<file path="src/rtl/fpcmult_iter_cfg.sv">
// Iterative fixed-point complex multiplier: a*b, a*conj(b) or component-wise.
// Shift-add over n cycles, one load cycle, then result held until consumed.
module fpcmult_iter_cfg #(
  parameter int n   = 32,
  parameter int d   = 16,
  parameter bit SAT = 1'b0
) (
  input  logic         clk,
  input  logic         reset,
  input  logic         recv_val,
  output logic         recv_rdy,
  input  logic [1:0]   op,
  input  logic [n-1:0] ar,
  input  logic [n-1:0] ac,
  input  logic [n-1:0] br,
  input  logic [n-1:0] bc,
  output logic         send_val,
  input  logic         send_rdy,
  output logic [n-1:0] cr,
  output logic [n-1:0] cc,
  output logic         ovf
);

  localparam int PW = 2 * n;
  localparam int SW = 2 * n + 2;
  localparam int CW = $clog2(n) + 1;

  typedef enum logic [1:0] {
    IDLE,
    CALC,
    DONE
  } state_t;

  state_t state, state_nxt;

  logic signed [PW-1:0] mr, mc;
  logic [n-1:0]         qr, qc;
  logic signed [PW-1:0] p_rr, p_cc, p_rc, p_cr;
  logic [1:0]           op_q;
  logic [CW-1:0]        cnt;
  logic                 last, fin;

  logic signed [SW-1:0] e_rr, e_cc, e_rc, e_cr;
  logic signed [SW-1:0] sum_r, sum_c;
  logic signed [SW-1:0] s_r, s_c;
  logic                 ovf_r, ovf_c;
  logic [n-1:0]         res_r, res_c;

  assign last = (cnt == CW'(n - 1));
  assign fin  = (cnt == CW'(n));

  assign recv_rdy = (state == IDLE) & reset;
  assign send_val = (state == DONE);

  // Signed multiplier: the top bit carries negative weight.
  function automatic logic signed [PW-1:0] pp(
    input logic signed [PW-1:0] x,
    input logic                 b,
    input logic                 neg
  );
    if (!b) return '0;
    return neg ? -x : x;
  endfunction

  function automatic logic [n-1:0] clamp(
    input logic signed [SW-1:0] s,
    input logic                 o
  );
    if (SAT && o)
      return s[SW-1] ? {1'b1, {(n-1){1'b0}}}
                     : {1'b0, {(n-1){1'b1}}};
    return s[n-1:0];
  endfunction

  always_ff @(posedge clk) begin
    if (!reset) state <= IDLE;
    else        state <= state_nxt;
  end

  always_comb begin
    state_nxt = state;
    unique case (state)
      IDLE: if (recv_val && recv_rdy) state_nxt = CALC;
      CALC: if (fin) state_nxt = DONE;
      DONE: if (send_rdy) state_nxt = IDLE;
      default: state_nxt = IDLE;
    endcase
  end

  assign e_rr = {{2{p_rr[PW-1]}}, p_rr};
  assign e_cc = {{2{p_cc[PW-1]}}, p_cc};
  assign e_rc = {{2{p_rc[PW-1]}}, p_rc};
  assign e_cr = {{2{p_cr[PW-1]}}, p_cr};

  always_comb begin
    sum_r = '0;
    sum_c = '0;
    unique case (op_q)
      2'b01: begin
        sum_r = e_rr + e_cc;
        sum_c = e_cr - e_rc;
      end
      2'b10: begin
        sum_r = e_rr;
        sum_c = e_cc;
      end
      default: begin
        sum_r = e_rr - e_cc;
        sum_c = e_rc + e_cr;
      end
    endcase
  end

  assign s_r = sum_r >>> d;
  assign s_c = sum_c >>> d;

  // In range iff every bit from n-1 upward matches the sign.
  assign ovf_r = ~(&s_r[SW-1:n-1] | ~|s_r[SW-1:n-1]);
  assign ovf_c = ~(&s_c[SW-1:n-1] | ~|s_c[SW-1:n-1]);

  assign res_r = clamp(s_r, ovf_r);
  assign res_c = clamp(s_c, ovf_c);

  always_ff @(posedge clk) begin
    if (!reset) begin
      cr   <= '0;
      cc   <= '0;
      ovf  <= 1'b0;
      cnt  <= '0;
      op_q <= '0;
      mr   <= '0;
      mc   <= '0;
      qr   <= '0;
      qc   <= '0;
      p_rr <= '0;
      p_cc <= '0;
      p_rc <= '0;
      p_cr <= '0;
    end else begin
      unique case (state)
        IDLE: begin
          if (recv_val && recv_rdy) begin
            mr   <= {{n{ar[n-1]}}, ar};
            mc   <= {{n{ac[n-1]}}, ac};
            qr   <= br;
            qc   <= bc;
            op_q <= op;
            cnt  <= '0;
            p_rr <= '0;
            p_cc <= '0;
            p_rc <= '0;
            p_cr <= '0;
          end
        end
        CALC: begin
          if (!fin) begin
            p_rr <= p_rr + pp(mr, qr[0], last);
            p_cr <= p_cr + pp(mc, qr[0], last);
            p_rc <= p_rc + pp(mr, qc[0], last);
            p_cc <= p_cc + pp(mc, qc[0], last);
            mr   <= mr <<< 1;
            mc   <= mc <<< 1;
            qr   <= qr >> 1;
            qc   <= qc >> 1;
            cnt  <= cnt + 1'b1;
          end else begin
            cr  <= res_r;
            cc  <= res_c;
            ovf <= ovf_r | ovf_c;
          end
        end
        default: ;
      endcase
    end
  end

endmodule

</file>
<file path="config.mk">
export PLATFORM = sky130hd
export DESIGN_NAME = fpcmult_iter_cfg
export DESIGN_NICKNAME = d
export VERILOG_FILES = /design/src/rtl/fpcmult_iter_cfg.sv
export SDC_FILE = /design/constraint.sdc
export NUM_CORES = 2
export LEC_CHECK = 0
export CELL_PAD_IN_SITES_DETAIL_PLACEMENT = 0
export CELL_PAD_IN_SITES_GLOBAL_PLACEMENT = 1
export CORE_AREA = 2 2 368 370
export DETAILED_ROUTE_END_ITERATION = 7
export DIE_AREA = 0 0 370 372
export GPL_TIMING_DRIVEN = 1
export PLACE_DENSITY_LB_ADDON = 0.1
export REMOVE_ABC_BUFFERS = 1
export SYNTH_ARGS = -nofsm -noshare
export SYNTH_HDL_FRONTEND = slang
export SYNTH_SLANG_ARGS = --single-unit
</file>
<file path="constraint.sdc">
create_clock -name clk -period 9.1 [get_ports clk]
set_input_delay 1.82 -clock clk [delete_from_list [all_inputs] [get_ports clk]]
set_output_delay 1.82 -clock clk [all_outputs]
set_load 0.03 [all_outputs]
</file>
* Word-level counts from Yosys, hierarchy flattened
Index checks and enable logic that the tools add are counted.
Storage, ports and cells: register bits 523, word-level logic and storage cells 112
Operators by class: add/sub/neg operators 11, equal/unequal tests 10, multiplexer cells 58, bitwise gates (word level) 6, reductions and logical operators 13
Operator list (number):
- $mux W64 | 29
- $pmux W64 S2 | 6
- $pmux W66 S2 | 2
- $add A64 B64 Y64 | 4
- $add A64 B64 Y65 | 2
- $sub A64 B64 Y65 | 2
- $mux W32 | 4
- $neg A64 Y64 | 2
- $pmux W32 S2 | 2
- $reduce_and A19 Y1 | 2
- $reduce_or A19 Y1 | 2
- $mux W6 | 2
- $pmux W6 S2 | 1
- $mux W1 | 8
- $add A6 B1 Y6 const B | 1
- $eq A6 B5 Y1 const B | 1
- $eq A6 B6 Y1 const B | 1
- $mux W2 | 3
- $pmux W2 S3 | 1
- $reduce_and A3 Y1 | 2
- $eq A2 B1 Y1 const B | 2
- $eq A2 B2 Y1 const B | 2
- $ne A2 B1 Y1 const B | 2
- $ne A2 B2 Y1 const B | 2
- other kinds (8) | 13

* Logic depth before layout (Yosys ltp)
word-level depth 11, depth in mapped cells 26, mapped depth without buffers 26

* Worst setup path after synthesis
Ideal clock, no wire load.
path kind register to register, start register p_rc[10], end register ovf, setup time 0.130 ns, arrival time 5.705 ns, required time 8.970 ns, path slack 3.265 ns, cell stages (with the launch flop) 25, buffers on the path 1, clock period less this slack 5.835 ns, cell sequence dfxtp_1 -> or4_1 -> nor4_1 -> nand2b_1 -> clkbuf_1 -> nor2_1 -> nand2_1 -> nor2_1 -> nand2_1 -> o41ai_1 -> xor2_1 -> ha_1 -> nand2_1 -> nor3_1 -> nor4b_1 -> o21ai_0 -> a21o_1 -> o21ba_2 -> xor2_1 -> nor2_1 -> a21oi_1 -> or4b_1 -> or4_1 -> o41ai_1 -> o211ai_1
Between the ends: cells in the longest elaborated chain, start to end 7
Ends and longest elaborated chain:
- start, declared | line 38 | logic signed [PW-1:0] p_rr, p_cc, p_rc, p_cr;
- start signal, assigned | line 159 | p_rc <= p_rc + pp(mr, qc[0], last);
- $add A64 B64 Y65 / $sub A64 B64 Y65 (equally long branches) | line 109, 101
- $pmux W66 S2 * | line 98 | unique case (op_q)
- $reduce_or A19 Y1 | line 119 | assign ovf_c = ~(&s_c[SW-1:n-1] | ~|s_c[SW-1:n-1]);
- $logic_not A1 Y1 | line 119
- $or A1 B1 Y1 * | line 119
- $not A1 Y1 * | line 119
- $or A1 B1 Y1 * | line 169 | ovf <= ovf_r | ovf_c;
- end signal, assigned | line 169
- end, declared | line 21 | output logic ovf
Every way passes the cells marked *; elsewhere a longest branch is shown, timed or not. A chain may end at the register's enable or synchronous reset.

* Worst setup path after layout
Same ends and word-level chain as after synthesis.

==> summary.md <==
| Metric | Value |
|---|---|
| Layout area overhead | 12.7% |
| Post-synth EDFFs | 0 |
| Lkg Pwr | 22.4 nW |
| VDD IR-drop max | approximately 0.00011 V |
| Port buffer count | 200 |
| Initial antenna violation count | 5 |
| Sequential-to-total area share from yosys stat | a little under a quarter |
| Vias | ~46000 |
| Synth Flop Type | dfxtp_1 |
| Worst EP arrival | 7780 ps |
| Hold_ws | 463 ps |
| Final Setup Violations | 0 |
| RSZ-0062 raised after global routing | no |
| First-pass GRT wire length | ~270000 um |
| DRC viols | 0 |
| Fmax | about 140 MHz |
| Routed Antenna Nets | 0 |
| Fin. max-slew vios | 0 |
| Status | finished clean |
| Cell count after synthesis | between 6000 and 7000 |
| Critical path launch point type | register |
| Initial core utilization | 34.6% |
| Mapped cell area | roughly 47000 um^2 |
| DIE HEIGHT | approximately 370 um |
| Overflow after GRT | 0 |
| TritonCTS Sinks | between 500 and 600 |
| Setup Buffers After CTS | 0 |
| Dpl hpwl | about 140000 um |
| Later-pin clock latency in the skew report | 680 ps |
| Clock transition at path regs | ~60 ps |
| Clock Skew | ~33 ps |
| RR Endpoint | ovf$_SDFFE_PN0P_ |
| Register bit count reported by yosys | about 520 |
| Post-cts sizing count | 0 |
| Min-delay src | qc[1]$_SDFFE_PN0P_ |
| Peak fanout along the critical path | 9 |
| FP Rows | 135 |
| Minimum clock period | 7260 ps |
| Top cell type by total area after synthesis | dfxtp_1 |
| Number of hold buffers added after cts | 0 |
| CTS tree | yes |
| Die Footprint | approximately 140000 um^2 |
| Synth async-reset ratio | 0% |
| Reg2reg setup slack | roughly 1800 ps |
| Vias in the first global route | approximately 44000 |
| GP Congestion | between 0.9 and 1 |
| Longest Clk Path Bufs | 3 |
| PD cells | ~150 nW/um^2 |
| All-Layer GR Usage | about a quarter |
| Die Span X | roughly 370 um |
| Top Ports | roughly 200 |
| Most common cell in the synthesized netlist | nand2_1 |
| Core area | 134000 um^2 |
| Final wirelength | approximately 180000 um |
| Yosys warns | 0 |
| CTS root buffer | clkbuf_16 |
| Maximum number of pins on one net before global-route repair | 135 |
| Design Area, Final | ~52000 um^2 |
| Req. time, crit path | around 9600 ps |
| Worst-margin pin slew | 1130 ps |
| Worst Hold Depth | 2 |
| Critical path class | register to register |
| Synth top area share | 22.5% |
| DRT Pass-1 Iters | 6 |
| Util after Layout | 39.1% |
| Syn Area/Cell | around 7.3 um^2 |
| Share of layout cells above drive strength 1 | ~4.1% |
| Area contributors post-synth | dfxtp_1, ha_1, a21oi_1 |
| Area after DPL | between 40000 and 50000 um^2 |
| Final period util | between 70% and 80% |
| Hold endpoint | qc[1]$_SDFFE_PN0P_ |
| Routed WL per cell | 21.7 um |
| Max_slew headroom | between 20% and 30% |
| Drt first-iter violations | roughly 3200 |
| Fin nets | 6838 |
| Cells on worst reg2reg path | 23 |
| Synth cell types | slightly above 90 |
| Final Hold Fails | 0 |
| CP endpoint kind | register |
| Vias/cell | roughly 5.6 |
| Worst Hold Class | register to register |
| Number of H-tree levels | 3 |
| Post-synth top cells | nand2_1, a21oi_1, nor2_1 |
| FF-to-FF Start | p_rc[10]$_SDFFE_PN0P_ |
| Maxcap violations | 0 |
| CTS buffer count | slightly above 70 |
[layout make-up]
cell class	count	area (um^2)
clock inverters	36	500
inverters	113	432
flip-flops and latches	523	10500
clock buffers	97	2050
diodes	1	2.50
repair buffers	252	2430
well taps	1781	2230
fillers	14200	81800
multi-input cells	5352	34300
[kinds of logic after synthesis]
family / share of synthesized area (%)
and+or+nand+nor: 25.0
AOI/OAI and AO/OA: 27.0
xor gates and xnor gates: 10.5
DFF: 22.5
buffers and inverters: 3.93
adders and majority gates: 10.6
muxes: 0.519
[power breakdown]
part | total [mW] | switching (mW) | internal, mW
Combinational | 2.02 | 1.29 | 0.730
Sequential | 2.49 | 0.117 | 2.37
Clock | 3.11 | 1.24 | 1.88
Total | 7.63 | 2.65 | 4.98
[how the worst max path moves through the flow]
stage                          start  cells past startpoint               endpoint  slack [ps]
3_5_place_dp   p_rc[10]$_SDFFE_PN0P_                     23       ovf$_SDFFE_PN0P_        1970
2_1_floorplan  state[0]$_SDFFE_PN0P_                      5  p_rc[50]$_SDFFE_PN0P_       -8740
6_report       p_rc[10]$_SDFFE_PN0P_                     23       ovf$_SDFFE_PN0P_        1840
4_1_cts        p_rc[10]$_SDFFE_PN0P_                     23       ovf$_SDFFE_PN0P_        1890
5_1_grt        p_rc[10]$_SDFFE_PN0P_                     23       ovf$_SDFFE_PN0P_        1250
3_3_place_gp   p_rc[10]$_SDFFE_PN0P_                     23       ovf$_SDFFE_PN0P_        2120
[sequential cells by signal (all words and copies together) (netlist names)]
register  cells
p_cc         64
mr           64
cr           32
p_cr         64
state         2
qc           32
cnt           6
ovf           1
cc           32
mc           64
op_q          2
qr           32
p_rc         64
p_rr         64
[routing by layer]
| metal | vias to the layer above | part of all wire (%) | global-route usage [%] |
|---|---|---|---|
| met2 | 1050 | 42 | 38.1 |
| met1 | 21700 | 52 | 37.5 |
| met5 | - | 0 | 0 |
| li1 | 23000 | - | - |
| met4 | 0 | 1.8 | 5.66 |
| met3 | 155 | 4.5 | 2.33 |
[metrics by stage]
step | cells | setup slack (ps) | power [mW] | setup TNS (ps)
2_1_floorplan | 5988 | -8740 | 3.90 | -2113490
3_3_place_gp | 8021 | 2120 | 4.55 | 0
3_5_place_dp | 8021 | 1970 | 4.54 | 0
4_1_cts | 8154 | 1890 | 7.72 | 0
5_1_grt | 8154 | 1250 | 8.02 | 0
6_report | 8155 | 1840 | 7.63 | 0
[cell usage in the layout, fill, tap and decap left out, types with 82 or more instances in the layout]
| master | synthesis | routed |
|---|---|---|
| inv_1 | 112 | 111 |
| nor2b_1 | 286 | 283 |
| a311oi_1 | 159 | 159 |
| nand4_1 | 82 | 82 |
| ha_1 | 386 | 386 |
| o21ai_0 | 332 | 332 |
| nor2_1 | 530 | 524 |
| a21oi_1 | 675 | 675 |
| nand3_1 | 266 | 266 |
| xor2_1 | 270 | 270 |
| clkdlybuf4s50_1 | 0 | 200 |
| dfxtp_1 | 523 | 521 |
| nor3_1 | 86 | 86 |
| nand2_1 | 840 | 835 |
| a21o_1 | 240 | 240 |
| xnor2_1 | 287 | 287 |
[worst max-delay path: stages (launching register included)]
cell and delay, ps:
dfxtp_1 390, or4_1 640, nor4_1 310, nand2b_1 300, nor2_1 270, nand2_1 180
nor2_1 440, nor2_1 100, xnor2_1 150, ha_1 420, nand4_1 150, nor2_1 270
nand3_1 140, o21ai_0 670, o21ai_0 350, a21o_1 270, o21ba_2 230, xor2_1 140
nor2_1 90, a21oi_1 70, or4b_1 520, or4_1 470, o41ai_1 420, o211ai_1 120
Power figures use the tool's default switching activity.
